[config.mk]
export PLATFORM = sky130hd
export DESIGN_NAME = adc_lvds_emulator
export DESIGN_NICKNAME = d
export VERILOG_FILES = /design/src/rtl/adc_lvds_emulator.sv
export SDC_FILE = /design/constraint.sdc
export NUM_CORES = 1
export LEC_CHECK = 0
export BUFFER_PORTS_ARGS = -buffer_cell sky130_fd_sc_hd__buf_2
export CAP_MARGIN = 20
export CORE_UTILIZATION = 56
export CTS_CLUSTER_DIAMETER = 40
export CTS_CLUSTER_SIZE = 12
export DETAILED_ROUTE_END_ITERATION = 7
export PLACE_DENSITY = 0.85
export SLEW_MARGIN = 25
export SYNTH_ARGS = -nofsm -noshare
export SYNTH_HDL_FRONTEND = slang
export SYNTH_SLANG_ARGS = --single-unit
[constraint.sdc]
create_clock -name CLK -period 5.4 [get_ports CLK]
set_input_delay 0.27 -clock CLK [delete_from_list [all_inputs] [get_ports CLK]]
set_output_delay 0.27 -clock CLK [all_outputs]
set_load 0.005 [all_outputs]
[src/rtl/adc_lvds_emulator.sv]
// Two-lane serial ADC output emulator for one channel: 16-bit words over d1/d0 in 8-slot frames,
// with frame clock, sync preamble, one-slot skew injection and underrun reporting.
module adc_lvds_emulator #(
  parameter int unsigned DATA_WIDTH   = 16,
  parameter int unsigned SYNC_FRAMES  = 16,
  parameter logic [15:0] SYNC_PATTERN = 16'hA55A
) (
  input  logic                  CLK,
  input  logic                  RST,
  input  logic                  en,
  input  logic [DATA_WIDTH-1:0] s_data,
  input  logic                  s_valid,
  output logic                  s_ready,
  input  logic                  skew_req,
  output logic                  d1,
  output logic                  d0,
  output logic                  fco,
  output logic                  frame_start,
  output logic                  underrun
);

  typedef enum logic [1:0] {StIdle, StSync, StData} state_e;

  state_e      state_q, state_d;
  logic [2:0]  slot_q, slot_d;
  logic        emit_q, emit_d;
  logic        blank_q, blank_d;
  logic [15:0] shreg_q, shreg_d;
  logic [15:0] hold_q, hold_d;
  logic        full_q, full_d;
  logic        skew_pend_q, skew_pend_d;
  logic        ur_pend_q, ur_pend_d;
  logic [7:0]  sync_cnt_q, sync_cnt_d;
  logic        d1_q, d1_d, d0_q, d0_d, fco_q, fco_d;
  logic        fs_q, fs_d, ur_q, ur_d, rdy_q, rdy_d;
  logic [15:0] load_word;
  logic        load_uf;
  logic        go_idle;

  always_comb begin
    state_d     = state_q;
    slot_d      = slot_q;
    emit_d      = emit_q;
    blank_d     = 1'b0;
    shreg_d     = shreg_q;
    hold_d      = hold_q;
    full_d      = full_q;
    skew_pend_d = skew_pend_q;
    ur_pend_d   = ur_pend_q;
    sync_cnt_d  = sync_cnt_q;
    d1_d        = 1'b0;
    d0_d        = 1'b0;
    fco_d       = 1'b0;
    fs_d        = 1'b0;
    ur_d        = 1'b0;
    load_word   = '0;
    load_uf     = 1'b0;
    go_idle     = 1'b0;

    // Narrow words are left-justified into the 16-bit frame.
    if (s_valid && rdy_q) begin
      hold_d = 16'(s_data) << (16 - DATA_WIDTH);
      full_d = 1'b1;
    end
    if (state_q != StIdle && skew_req) skew_pend_d = 1'b1;

    if (state_q == StIdle) begin
      slot_d     = 3'd0;
      emit_d     = 1'b0;
      sync_cnt_d = 8'd0;
      if (en) state_d = StSync;
    end else if (emit_q && slot_q != 3'd7) begin
      slot_d  = slot_q + 3'd1;
      d1_d    = shreg_q[15];
      d0_d    = shreg_q[14];
      fco_d   = (slot_q < 3'd3);
      shreg_d = {shreg_q[13:0], 2'b00};
    end else if (blank_q) begin
      // Word was chosen at the boundary before the blank slot.
      slot_d  = 3'd0;
      emit_d  = 1'b1;
      d1_d    = shreg_q[15];
      d0_d    = shreg_q[14];
      fco_d   = 1'b1;
      fs_d    = 1'b1;
      ur_d    = ur_pend_q;
      shreg_d = {shreg_q[13:0], 2'b00};
    end else if (!en) begin
      go_idle = 1'b1;
    end else begin
      if (state_q == StSync && sync_cnt_q < 8'(SYNC_FRAMES)) begin
        load_word  = SYNC_PATTERN;
        sync_cnt_d = sync_cnt_q + 8'd1;
      end else begin
        state_d = StData;
        if (full_q) begin
          load_word = hold_q;
          full_d    = 1'b0;
        end else begin
          load_uf = 1'b1;
        end
      end
      // The first frame after IDLE is not a boundary, so skew is never serviced there.
      if (emit_q && skew_pend_q) begin
        blank_d     = 1'b1;
        emit_d      = 1'b0;
        slot_d      = 3'd0;
        shreg_d     = load_word;
        ur_pend_d   = load_uf;
        skew_pend_d = skew_req;
      end else begin
        slot_d  = 3'd0;
        emit_d  = 1'b1;
        d1_d    = load_word[15];
        d0_d    = load_word[14];
        fco_d   = 1'b1;
        fs_d    = 1'b1;
        ur_d    = load_uf;
        shreg_d = {load_word[13:0], 2'b00};
      end
    end

    if (go_idle) begin
      state_d     = StIdle;
      slot_d      = 3'd0;
      emit_d      = 1'b0;
      blank_d     = 1'b0;
      full_d      = 1'b0;
      skew_pend_d = 1'b0;
      sync_cnt_d  = 8'd0;
    end

    rdy_d = (state_d != StIdle) && !full_d;
  end

  always_ff @(posedge CLK or posedge RST) begin
    if (RST) begin
      state_q     <= StIdle;
      slot_q      <= 3'd0;
      emit_q      <= 1'b0;
      blank_q     <= 1'b0;
      shreg_q     <= '0;
      hold_q      <= '0;
      full_q      <= 1'b0;
      skew_pend_q <= 1'b0;
      ur_pend_q   <= 1'b0;
      sync_cnt_q  <= 8'd0;
      d1_q        <= 1'b0;
      d0_q        <= 1'b0;
      fco_q       <= 1'b0;
      fs_q        <= 1'b0;
      ur_q        <= 1'b0;
      rdy_q       <= 1'b0;
    end else begin
      state_q     <= state_d;
      slot_q      <= slot_d;
      emit_q      <= emit_d;
      blank_q     <= blank_d;
      shreg_q     <= shreg_d;
      hold_q      <= hold_d;
      full_q      <= full_d;
      skew_pend_q <= skew_pend_d;
      ur_pend_q   <= ur_pend_d;
      sync_cnt_q  <= sync_cnt_d;
      d1_q        <= d1_d;
      d0_q        <= d0_d;
      fco_q       <= fco_d;
      fs_q        <= fs_d;
      ur_q        <= ur_d;
      rdy_q       <= rdy_d;
    end
  end

  assign d1          = d1_q;
  assign d0          = d0_q;
  assign fco         = fco_q;
  assign frame_start = fs_q;
  assign underrun    = ur_q;
  assign s_ready     = rdy_q;

endmodule

==> summary.md <==
| Metric | Value |
|---|---|
| DRT antenna net count | `0` |
| Total setup buffers inserted after CTS | `0` |
| Total via count in the routed design | `around 2000` |
| Clock transition time at the flip-flop clock pins of the worst setup and hold paths | `0.10 ns` |
| IO buf count | `26` |
| Final Hold Violating Endpoints | `0` |
| Mapped Area | `2680 sq um` |
| Vias per cell | `6.25` |
| DR iter-0 viols | `~250` |
| Global-route wire length before repair | `9230 um` |
| Core region area | `4470 sq um` |
| Net load switching power | `roughly 0.00072 W` |
| Wire length per cell | `16.8 um` |
| Area of all placed cells without fillers | `between 2000 and 3000 sq um` |
| Fraction of the yosys area taken by sequential cells | `0.523` |
| Seq cells post-synth | `56` |
| Type of origin of the critical path | `flip-flop` |
| Last weighted congestion value of the routability-driven placer | `0.834` |
| Number of distinct library cell variants in the gate-level netlist after synthesis | `44` |
| Critical path endpoint category | `flip-flop` |
| Final global-route overflow total | `0` |
| HPWL after detailed placement | `3730 um` |
| Worst-Margin Slew | `0.773 ns` |
| Period Utilization, post-route | `0.413` |
| Post-cts resize count | `0` |
| Share of total power in sequential cells | `0.408` |
| Die boundary height | `just over 70 um` |
| Area after detailed placement | `2820 sq um` |
| Highest routing layer actually used | `met4` |
| # H-tree levels | `2` |
| LEAKAGE | `approximately 1.3 nW` |
| Amount of wire on met3 after detailed routing | `278 um` |
| M1 wire length | `2470 um` |
| P per Cell Area | `614 nW/um^2` |
| Switching power share of the total | `0.396` |
| Routed Wire Length | `5340 um` |
| Count of clock tree sinks | `56` |
| Total Neg Setup Slack | `0 ns` |
| Type of the setup path with the least slack | `reg -> reg` |
| Nets | `slightly below 300` |
| Final count of negative-setup-slack endpoints | `0` |
| Detailed Routing Iterations Pass 1 | `6` |
| Hold-fix buffer count after cts | `0` |
| Outcome | `finished with violations` |
| RSZ-0062 raised after global routing | `false` |
| Syn_area_per_cell | `10.9 sq um` |
| Number of antenna violations at the first check in global routing | `0` |
| Drt drc | `2` |
| Worst path required time | `5.60 ns` |
| TritonCTS buffer count | `5` |
| Area of the die | `slightly above 5000 sq um` |
| Syn Nets | `270` |
| Tightest Hold Check Type | `in -> async` |
| CP Data Arrival Time | `2.43 ns` |
| Buffer depth of the longest clock path | `2` |
| Number of cells traversed by the worst register-to-register path | `7` |
| Number of primary I/O pins | `27` |
| Warnings from Yosys | `0` |
| Violated checks | `design-rule violations` |
| Power share of the combinational group | `0.429` |
| Cell Rows | `24` |
| Share of layout cells above drive strength 1 | `0.252` |
| Syn Inst Count | `246` |
| Die boundary width | `71.2 um` |
| Proportion of power drawn by the clock network | `0.163` |
| Inserted Diodes | `0` |
| Final Max Tran Viols | `0` |
| Count of flip-flops with a built-in enable after synthesis | `0` |
| Starting density of the core | `0.599` |
| Async set-reset flop share out of synthesis | `1.00` |
| Later-pin clock latency in the skew report | `between 0.3 and 0.4 ns` |
| Maximum number of pins on one net before global-route repair | `57` |
| Highest achievable clock rate | `0.449 GHz` |
| Root buffer cell | `sky130_fd_sc_hd__clkbuf_8` |
| TritonCTS clock tree | `built` |
| Final critical delay including setup and external delays | `2.23 ns` |
| Number of filler instances in the final layout | `345` |
| Worst-path maximum fanout | `20` |
| Worst voltage drop across the vdd grid | `0.347 mV` |
| Number of global-route vias before repair | `1963` |
| Max-cap violation count | `0` |
| Area growth from synthesis to layout | `9.94%` |
| Wire length on met2 | `around 2500 um` |
| Largest clock skew in the final design | `0.00697 ns` |
| Internal power contribution | `0.00109 W` |
| Total routing usage reported by global routing | `0.238` |
| Max-Slew Margin vs Limit | `0.483` |
| Dominant register cell in the synthesized netlist | `sky130_fd_sc_hd__dfrtp_1` |
[logic make-up after synthesis]
kind of cell               count (synthesis)  share of synthesized area
and+or+nand+nor                           62                      0.134
adders and majority gates                  3                     0.0140
DFF                                       56                      0.523
muxes                                     26                      0.107
xor gates and xnor gates                   1                    0.00327
AOI/OAI and AO/OA                         75                      0.181
buffers and inverters                     23                     0.0383
[per-stage QoR]
| stage | setup WS, ns | total power, W | hold WS [ns] | instances | util |
|---|---|---|---|---|---|
| finish | 3.17 | 0.00181 | 0.125 | 318 | 0.659 |
| global route | 3.01 | 0.00194 | 0.169 | 318 | 0.659 |
| CTS | 2.93 | 0.00181 | 0.156 | 318 | 0.658 |
| detailed placement | 2.95 | 0.00151 | 0.462 | 310 | 0.630 |
| global placement | 3.04 | 0.00148 | 0.443 | 310 | 0.630 |
| floorplan | 3.56 | 0.00133 | 0.411 | 246 | - |
[area by class of cell]
class | instances | area, sq um | area share
Sequential cell | 56 | 1400 | 0.476
Clock inverter | 1 | 30.0 | 0.0102
Multi-Input combinational cell | 167 | 1180 | 0.400
Tap cell | 52 | 65.1 | 0.0221
Inverter | 6 | 22.5 | 0.00764
Timing Repair Buffer | 29 | 153 | 0.0518
Clock buffer | 7 | 96.3 | 0.0327
[registers in the layout (all words and copies together) (netlist names), 2 cells and up]
| signal | cells |
|---|---|
| shreg_q | 16 |
| sync_cnt_q | 8 |
| hold_q | 16 |
| slot_q | 3 |
| state_q | 2 |
[layer usage]
layer,GRT usage,vias to the layer above
met5,0,-
met4,0.0889,0
met3,0.0527,8
met2,0.376,59
met1,0.324,981
li1,-,939
[power by group through the flow]
stage                     logic [W]  clock network (W)  registers [W]
final                      0.000776           0.000295       0.000738
after floorplan            0.000653                  0       0.000676
after global routing       0.000865           0.000317       0.000758
after global placement     0.000748                  0       0.000732
after CTS                  0.000774           0.000303       0.000735
after detailed placement   0.000769                  0       0.000744
[cell usage in the layout, fill, tap and decap left out, types with 2 or more instances in the layout]
cell type,count
sky130_fd_sc_hd__mux2i_1,5
sky130_fd_sc_hd__nand3_1,6
sky130_fd_sc_hd__and3_1,3
sky130_fd_sc_hd__dfrtp_1,56
sky130_fd_sc_hd__o21a_1,5
sky130_fd_sc_hd__ha_1,3
sky130_fd_sc_hd__a21oi_1,13
sky130_fd_sc_hd__a211o_1,2
sky130_fd_sc_hd__clkbuf_8,7
sky130_fd_sc_hd__nand2b_1,3
sky130_fd_sc_hd__buf_2,26
sky130_fd_sc_hd__nand4_1,7
sky130_fd_sc_hd__nor4_1,3
sky130_fd_sc_hd__a211oi_1,11
sky130_fd_sc_hd__o21ai_1,2
sky130_fd_sc_hd__and2_1,5
sky130_fd_sc_hd__a31oi_1,5
sky130_fd_sc_hd__o21bai_1,4
sky130_fd_sc_hd__inv_1,5
sky130_fd_sc_hd__buf_4,3
sky130_fd_sc_hd__o311ai_1,4
sky130_fd_sc_hd__nand2_1,18
sky130_fd_sc_hd__nor4_4,2
sky130_fd_sc_hd__nor2_1,7
sky130_fd_sc_hd__mux2_2,21
sky130_fd_sc_hd__o21ai_0,20
[worst paths after layout]
| check | slack (ns) | from | end |
|---|---|---|---|
| hold / removal | 0.12 | RST | skew_pend_q |
| setup / recovery | 3.17 | slot_q[0] | shreg_q[11] |
| max in group asynchronous | 4.80 | RST | hold_q[5] |
| min in group CLK | 0.19 | s_data[0] | hold_q[0] |
| hold reg to reg | 0.47 | slot_q[0] | slot_q[0] |
| setup reg to reg | 3.17 | slot_q[0] | shreg_q[11] |
[critical path, cell delays in order (launching register included)]
cell and delay [ns]:
sky130_fd_sc_hd__dfrtp_1 0.41, sky130_fd_sc_hd__ha_1 0.21, sky130_fd_sc_hd__ha_1 0.20, sky130_fd_sc_hd__nand2b_1 0.27, sky130_fd_sc_hd__a31oi_1 0.42, sky130_fd_sc_hd__buf_4 0.32, sky130_fd_sc_hd__o311ai_0 0.16, sky130_fd_sc_hd__o21a_1 0.14
[Yosys cell counts (4+ instances only)]
cell type,number,area share
sky130_fd_sc_hd__a211oi_1,11,0.031
sky130_fd_sc_hd__a21oi_1,13,0.024
sky130_fd_sc_hd__a31oi_1,5,0.012
sky130_fd_sc_hd__and2_1,5,0.012
sky130_fd_sc_hd__buf_2,7,0.013
sky130_fd_sc_hd__clkbuf_1,8,0.011
sky130_fd_sc_hd__dfrtp_1,56,0.52
sky130_fd_sc_hd__inv_1,6,0.0084
sky130_fd_sc_hd__mux2_2,21,0.088
sky130_fd_sc_hd__mux2i_1,5,0.019
sky130_fd_sc_hd__nand2_1,18,0.025
sky130_fd_sc_hd__nand3_1,6,0.011
sky130_fd_sc_hd__nand4_1,7,0.016
sky130_fd_sc_hd__nor2_1,7,0.0098
sky130_fd_sc_hd__o21a_1,5,0.014
sky130_fd_sc_hd__o21ai_0,20,0.037
sky130_fd_sc_hd__o21bai_1,4,0.011
sky130_fd_sc_hd__o311ai_1,4,0.013
(Power assumes the default switching activity.)
